File: src/rtl/park_pkg.sv
// park_pkg: shared state encoding, city codes, sizes and one-hot helpers
// for the smart-park session controller.
package park_pkg;
  localparam int N_CITY = 3;
  localparam int N_SPOT = 9;
  typedef enum logic [2:0] {
    S_IDLE    = 3'd0,
    S_CITY    = 3'd1,
    S_SPOT    = 3'd2,
    S_CONFIRM = 3'd3,
    S_DONE    = 3'd4,
    S_ERR     = 3'd5
  } state_t;
  localparam logic [1:0] CITY_NYC = 2'd0;
  localparam logic [1:0] CITY_TOR = 2'd1;
  localparam logic [1:0] CITY_WAT = 2'd2;
  function automatic logic onehot3_valid(input logic [2:0] v);
    return (v != 3'd0) && ((v & (v - 3'd1)) == 3'd0);
  endfunction
  // switch order is MSB-first: 100 selects city 0
  function automatic logic [1:0] onehot3_decode(input logic [2:0] v);
    return v[2] ? CITY_NYC : v[1] ? CITY_TOR : CITY_WAT;
  endfunction
  function automatic logic onehot9_valid(input logic [8:0] v);
    return (v != 9'd0) && ((v & (v - 9'd1)) == 9'd0);
  endfunction
  function automatic logic [3:0] onehot9_decode(input logic [8:0] v);
    logic [3:0] d;
    d = 4'd0;
    for (int i = 0; i < N_SPOT; i++) if (v[i]) d = 4'(i);
    return d;
  endfunction
  function automatic logic [3:0] popcount9(input logic [8:0] v);
    logic [3:0] n;
    n = 4'd0;
    for (int i = 0; i < N_SPOT; i++) n = n + {3'd0, v[i]};
    return n;
  endfunction
endpackage

File: src/rtl/park_occ_table.sv
// park_occ_table: per-city spot occupancy bitmap with a single write port
// and row/bit lookup at the same city/spot address.
module park_occ_table
  import park_pkg::*;
(
  input  logic              clk,
  input  logic              reset,
  input  logic              wr_en,
  input  logic              wr_set,
  input  logic [1:0]        city,
  input  logic [3:0]        spot,
  output logic [N_SPOT-1:0] row,
  output logic              occupied
);
  logic [N_CITY-1:0][N_SPOT-1:0] occ;
  always_ff @(posedge clk or posedge reset)
    if (reset) occ <= '0;
    else if (wr_en) occ[city][spot] <= wr_set;
  assign row      = occ[city];
  assign occupied = occ[city][spot];
endmodule

File: src/rtl/park_session_ctrl.sv
// park_session_ctrl: front-panel session FSM (city -> spot -> confirm) with
// inactivity timeout and message hold; owns the occupancy table.
module park_session_ctrl
  import park_pkg::*;
#(
  parameter int TIMEOUT_TICKS = 15,
  parameter int MSG_TICKS     = 3
) (
  input  logic       clk,
  input  logic       reset,
  input  logic       tick,
  input  logic       key_go,
  input  logic       key_back,
  input  logic       mode_release,
  input  logic [2:0] city_sw,
  input  logic [8:0] spot_sw,
  output logic [1:0] city,
  output logic [3:0] spot,
  output logic [8:0] occ_view,
  output logic [3:0] free_count,
  output logic [2:0] state_out,
  output logic       result_ok,
  output logic       result_err
);
  localparam int CW = $clog2(TIMEOUT_TICKS + 1);
  localparam logic [CW-1:0] TO_LAST  = CW'(TIMEOUT_TICKS - 1);
  localparam logic [CW-1:0] MSG_LAST = CW'(MSG_TICKS - 1);
  state_t          state, state_nxt;
  logic [1:0]      city_nxt;
  logic [3:0]      spot_nxt;
  logic [CW-1:0]   cnt, cnt_nxt;
  logic            wr_en, wr_set, occupied, key, expire, msg_state;
  park_occ_table u_occ (
    .clk      (clk),
    .reset    (reset),
    .wr_en    (wr_en),
    .wr_set   (wr_set),
    .city     (city),
    .spot     (spot),
    .row      (occ_view),
    .occupied (occupied)
  );
  assign key       = key_go | key_back;
  assign expire    = tick && cnt == TO_LAST;
  assign msg_state = state == S_DONE || state == S_ERR;
  // any key (even an ignored one) beats a coincident terminal tick
  always_comb begin
    state_nxt = state;
    city_nxt  = city;
    spot_nxt  = spot;
    wr_en     = 1'b0;
    wr_set    = 1'b0;
    case (state)
      S_IDLE: if (key_go && !key_back) state_nxt = S_CITY;
      S_CITY:
        if (key_back) state_nxt = S_IDLE;
        else if (key_go) begin
          if (onehot3_valid(city_sw)) begin
            city_nxt  = onehot3_decode(city_sw);
            state_nxt = S_SPOT;
          end
        end else if (expire) state_nxt = S_IDLE;
      S_SPOT:
        if (key_back) state_nxt = S_CITY;
        else if (key_go) begin
          if (onehot9_valid(spot_sw)) begin
            spot_nxt  = onehot9_decode(spot_sw);
            state_nxt = (!mode_release && free_count == 4'd0) ? S_ERR : S_CONFIRM;
          end
        end else if (expire) state_nxt = S_IDLE;
      S_CONFIRM:
        if (key_back) state_nxt = S_SPOT;
        else if (key_go) begin
          wr_en     = mode_release == occupied;
          wr_set    = !mode_release;
          state_nxt = (mode_release == occupied) ? S_DONE : S_ERR;
        end else if (expire) state_nxt = S_IDLE;
      S_DONE, S_ERR: if (tick && cnt == MSG_LAST) state_nxt = S_IDLE;
      default: state_nxt = S_IDLE;
    endcase
    cnt_nxt = (state_nxt != state || (key && !msg_state)) ? '0 :
              (tick && state != S_IDLE) ? cnt + 1'b1 : cnt;
  end
  always_ff @(posedge clk or posedge reset)
    if (reset) begin
      state <= S_IDLE;
      city  <= CITY_NYC;
      spot  <= '0;
      cnt   <= '0;
    end else begin
      state <= state_nxt;
      city  <= city_nxt;
      spot  <= spot_nxt;
      cnt   <= cnt_nxt;
    end
  assign free_count = 4'(N_SPOT) - popcount9(occ_view);
  assign state_out  = state;
  assign result_ok  = state == S_DONE;
  assign result_err = state == S_ERR;
endmodule

File: config.mk
export PLATFORM = sky130hd
export DESIGN_NAME = park_session_ctrl
export DESIGN_NICKNAME = d
export VERILOG_FILES = /design/src/rtl/park_pkg.sv /design/src/rtl/park_occ_table.sv /design/src/rtl/park_session_ctrl.sv
export SDC_FILE = /design/constraint.sdc
export NUM_CORES = 1
export LEC_CHECK = 0
export CAP_MARGIN = 20
export CORE_ASPECT_RATIO = 1.4
export CORE_MARGIN = 2
export CORE_UTILIZATION = 49
export DETAILED_ROUTE_END_ITERATION = 10
export PLACE_DENSITY = 0.76
export SLEW_MARGIN = 30
export SYNTH_ARGS = -nofsm -noshare
export SYNTH_HDL_FRONTEND = slang
export SYNTH_SLANG_ARGS = --single-unit
File: constraint.sdc
create_clock -name clk -period 5.7 [get_ports clk]
set_input_delay 1.14 -clock clk [delete_from_list [all_inputs] [get_ports clk]]
set_output_delay 1.14 -clock clk [all_outputs]
set_load 0.02 [all_outputs]
# == After elaboration in Yosys (flattened, before gate mapping) ==
# Index checks and enable logic that the tools add are counted.
# op_classes
bitwise_logic,4
n_mul,0
n_reduce_logical,26
n_lt_le_gt_ge,4
div_mod_pow,0
n_eq_ne,9
shift,0
n_addsub,12
n_mux,41
# op_table
cell,count
2-to-1 mux 3 bit,12
2-to-1 mux 4 bit,9
bitwise mux 27 bit,1
adder 4 x 1 -> 4 bit,5
binary-select mux 9 bit (select 2 bit),1
demux 9 bit (select 2 bit),1
2-to-1 mux 9 bit,2
case mux 3 bit (5 select lines),1
logical AND 1 bit,10
2-to-1 mux 1 bit,10
bitwise AND 9 bit,1
logical NOT 9 bit,1
nonzero test 9 bit,1
subtractor 9 x 1 -> 9 bit (second input constant),1
AND reduction 4 bit,2
equality test 3 x 2 -> 1 bit (second input constant),2
equality test 3 bit (second input constant),2
logical NOT 3 bit,2
nonzero test 3 bit,2
less-than comparator 4 x 5 -> 1 bit (second input constant),1
adder 3 x 1 -> 4 bit,1
adder 4 x 1 -> 4 bit (second input constant),1
binary-select mux 1 bit (select 4 bit),1
demux 1 bit (select 4 bit),1
other kinds (21),25
# word_totals
mem_bits_rw,0
regBits,40
latch_bits,0
output_inout_bits,24
elab_cells,103
n_memories,0
romBits,0

# == Longest topological paths before layout ==
# logic_depth
depth_word,21
depth_mapped,18

# == By module ==
# From an unflattened synthesis, not the netlist that was laid out.
# unflattened
cells_unflattened,284
hier_area_um2,2824.0
# modules_own_cells
module,n_inst,cells_per_inst,area_per_inst_um2
park_occ_table,1,146,1582.8
park_session_ctrl,1,138,1241.2

# == Worst setup path after synthesis ==
# Ideal clock, no wire load.
# synth_path
path_kind,register -> output
start,reg city[0]
end,out free_count[3]
slack_ps,846
required_ps,4560
stages_incl_launch_ff,15
arrival_ps,3714
path_cell_list,dfrtp_1 -> buf_4 -> buf_6 -> mux2i_1 -> o21ai_0 -> inv_1 -> fa_1 -> inv_1 -> ha_1 -> inv_1 -> fa_1 -> ha_1 -> a21o_1 -> ha_1 -> xor2_1
# synth_between
elab_cells_between_ends,11
classes_between,9 x add/sub; 2 x mux
# synth_lines
element,line,text
from (decl),park_session_ctrl.sv:17,"output logic [1:0] city,"
from (signal assigned),park_session_ctrl.sv:92,city <= city_nxt;
binary-select mux 9 bit (select 2 bit),park_occ_table.sv:19,assign row = occ[city];
2-to-1 mux 9 bit (implied by the code),park_occ_table.sv:19,
named net occ_view[8],park_session_ctrl.sv:19,"output logic [8:0] occ_view,"
adder 4 x 1 -> 4 bit,park_pkg.sv:36,"for (int i = 0; i < N_SPOT; i++) n = n + {3'd0, v[i]};"
subtractor 4 bit,park_session_ctrl.sv:96,assign free_count = 4'(N_SPOT) - popcount9(occ_view);
to (decl),park_session_ctrl.sv:20,"output logic [3:0] free_count,"
# The timed path passes the listed nets, and every way through them passes these cells. The select of a mux whose other input is x is not followed.

# == Worst setup path after layout ==
# layout_path
start,reg city[0]
end,out free_count[3]
# layout_between
elab_chain_cells,11
# layout_lines
element,line
binary-select mux 9 bit (select 2 bit) (*),park_occ_table.sv:19
2-to-1 mux 9 bit (implied by the code) (*),park_occ_table.sv:19
adder 1 x 1 -> 2 bit,park_pkg.sv:36
adder 2 x 1 -> 3 bit,park_pkg.sv:36
adder 3 x 1 -> 4 bit,park_pkg.sv:36
adder 4 x 1 -> 4 bit (4 in series),park_pkg.sv:36
adder 4 x 1 -> 4 bit (*),park_pkg.sv:36
subtractor 4 bit (*),park_session_ctrl.sv:96
# Mark *: on every way between the ends. The rest lies on a longest branch, timed or not. The select of a mux whose other input is x is not followed.

==> flow_metrics.py <==
metrics = {
    "status": {
        "status": "finished clean",
    },
    "global_routing": {
        "grt_use_total_pct": 25.5,
        "grt_start_max_net_pins": 41,
        "antenna_found_initial": 0,
        "overflow": 0,
        "grt_pass1_wl_mm": 13.8,
        "grt_pass1_vias": 2833,
    },
    "setup_path": {
        "endpoint": "free_count[3]",
        "crit_chain": "mux2i_1, o21ai_0, fa_1, ha_1, inv_1, fa_1, ha_1, a21o_1, ha_1, xor2_1, clkdlybuf4s50_1",
        "r2r_end": "state_out[2]",
        "slowest_delay_ns": 0.66,
        "reg2reg_from": "city[0]",
        "worst_setup_path_start_kind": "register",
        "critPathArrivalTime_ns": 4.11,
        "regToRegSetupSlack_ns": 1.64,
        "required_ns": 4.56,
        "path_delay_family": "adder cells",
        "cp-end-kind": "primary output",
        "cp_common_cell": "ha_1",
        "crit_buf_inv": 2,
        "startpoint": "city[0]",
        "reg2reg_depth": 13,
        "critPathKind": "register to primary output",
        "slowest_stage": "clkdlybuf4s50_1",
        "cp_max_fo": 19,
        "cp.depth": 11,
    },
    "synth": {
        "syn_inst": 362,
        "synthAdderAreaFrac_pct": 6.03,
        "synth_area_leaders": "dfrtp_1, nand2_1, nor2_1",
        "yosysWarnings": 0,
        "synth_top_area_cell": "dfrtp_1",
        "synth_top_area_share_pct": 33.5,
        "synth_top_family_by_area": "simple AND/OR/NAND/NOR gates",
        "synth_compound_area_share_pct": 22.0,
        "yosysSeqAreaShare_pct": 33.5,
        "synth_seq_cells": 40,
        "syn_avg_cell_area_sq_um": 8.25,
        "synth_edf_count": 0,
        "yosysMostFrequentCell": "dfrtp_1",
        "synthSimpleGateAreaFrac_pct": 25.9,
        "syn_area_sq_mm": 0.00299,
        "synth_mux_area_share_pct": 4.11,
        "synth_cell_type_count": 51,
        "ys.flop_type": "dfrtp_1",
        "synth_fp_nets": 392,
        "synth_xor_area_share_pct": 2.35,
        "synthTopCellsByCount": "dfrtp_1, nand2_1, nor2_1",
        "synthArstFlopShare_pct": 100,
    },
    "layout": {
        "fin_util_pct": 59.8,
        "fin_cells": 464,
        "fin_nets": 423,
        "diodes": 0,
        "area_growth_pct": 17.4,
        "layout-drive-gt1-share_pct": 3.81,
    },
    "cts": {
        "cts_tree": "yes",
        "clkTransAtPathRegs_ns": 0.09,
        "cts_buffers": 5,
        "post_cts_resized": 0,
        "htreeDepth": 2,
        "cts-root-buf": "clkbuf_8",
        "clock_sinks": 40,
        "cts_buffer_depth": 2,
        "clkLatencyLatePin_ns": 0.30,
        "ctsHoldBuffers": 0,
        "post_cts_buffers": 0,
    },
    "die": {
        "die_height_um": 96.4,
        "core_sq_mm": 0.00586,
        "initial_core_util_pct": 50.9,
        "num_rows": 33,
        "dieArea_sq_mm": 0.00674,
        "fp.dieW_um": 70.0,
        "io_pins": 42,
    },
    "sta": {
        "fin_tns_setup_ns": 0,
        "tightest_slew_ns": 0.729,
        "fin_skew_ns": 0.0102,
        "min_period_over_period_pct": 92.1,
        "final-max-slew-violation-count": 0,
        "relSlewSlack_pct": 51.4,
        "layout_min_cycle_time_ns": 5.25,
        "setup_viol": 0,
        "hold_viol_final": 0,
        "fmax_ghz": 0.190,
        "rsz0062_at_grt": "false",
    },
    "route": {
        "first_pass_iters": 5,
        "drt_wl_total_mm": 8.06,
        "antenna_left": 0,
        "vias_per_cell": 6.25,
        "drtIter0Drc": 311,
        "wl_per_cell_um": 17.4,
        "vias": 2902,
        "drc": 0,
    },
    "job": {
        "drv_cap": 0,
    },
    "power_and_ir_drop": {
        "p_leak_nw": 1.55,
        "ir_worst_vdd_v": 0.000216,
        "powerDensity_mw_per_mm2": 211,
        "p_total_w": 0.000740,
    },
    "min_path": {
        "min-delay-path-class": "register to register",
    },
    "place": {
        "place_inst": 456,
        "dpl.hpwl_mm": 5.95,
        "gp_congestion": 0.921,
        "port-buffer-count": 41,
    },
}
## how the worst min path moves through the flow
stage                 startpoint      endpoint  slack (ns)  cells past startpoint
detailed placement  u_occ.occ[2]  u_occ.occ[2]        0.47                      1
finish              u_occ.occ[3]  u_occ.occ[3]        0.50                      1
floorplan           u_occ.occ[0]  u_occ.occ[0]        0.45                      1
global placement    u_occ.occ[2]  u_occ.occ[2]        0.48                      1
global route        u_occ.occ[0]  u_occ.occ[0]        0.51                      1
CTS                 u_occ.occ[3]  u_occ.occ[3]        0.50                      1
## kinds of logic (layout without fill, tap and decap cells)
| logic type | count (synthesis) | in the layout |
|---|---|---|
| AOI/OAI and AO/OA | 95 | 95 |
| xor gates and xnor gates | 8 | 8 |
| adders and majority gates | 12 | 12 |
| buffers and inverters | 43 | 75 |
| DFF | 40 | 40 |
| muxes | 12 | 12 |
| and+or+nand+nor | 152 | 152 |
## report_power, final
group	leakage [nW]	switching, W	internal, W
clock network	0.0445	0.000106	0.0000985
registers	0.547	0.0000335	0.000298
logic	0.962	0.000120	0.0000843
## registers in the layout (all words and copies together), names as in the netlist
signal,cells
spot,4
u_occ.occ,27
cnt,4
city,2
state_out,3
## stage by stage
step | hold WS [ns] | instance area, sq um | setup WS (ns)
6_report | 0.500 | 3510 | 0.448
5_1_grt | 0.510 | 3510 | 0.107
4_1_cts | 0.497 | 3500 | 0.191
3_5_place_dp | 0.467 | 3410 | 0.558
3_3_place_gp | 0.476 | 3410 | 0.578
2_1_floorplan | 0.449 | 2990 | 0.846
## cell type report
class	count	area, sq um
Timing Repair Buffer	44	433
Multi-Input combinational cell	279	1800
Fill cell	515	2360
Inverter	23	86.3
Tap cell	70	87.6
Sequential cell	40	1000
Clock inverter	1	7.51
Clock buffer	7	86.3
## routing by layer
layer	track usage [%]	share of wire, %	vias up	wire (um)
met4	11.5	2.7	0	221
met3	3.94	5.7	19	456
met2	42.4	49	106	3950
li1	-	-	1394	-
met5	0	0	-	0
met1	32.9	43	1383	3440
## cells in the final DEF, fill, tap and decap left out, drive strengths merged, types with 8 or more instances in the layout
cell	count
a21o	14
a21oi	21
clkdlybuf4s50	41
dfrtp	40
ha	8
inv	23
mux2i	10
nand2	35
nand3	14
nor2	31
nor3	17
nor4	12
o211ai	15
o21ai	13
or3	11
or4	8
No activity file was read; power rests on OpenSTA's default activity.
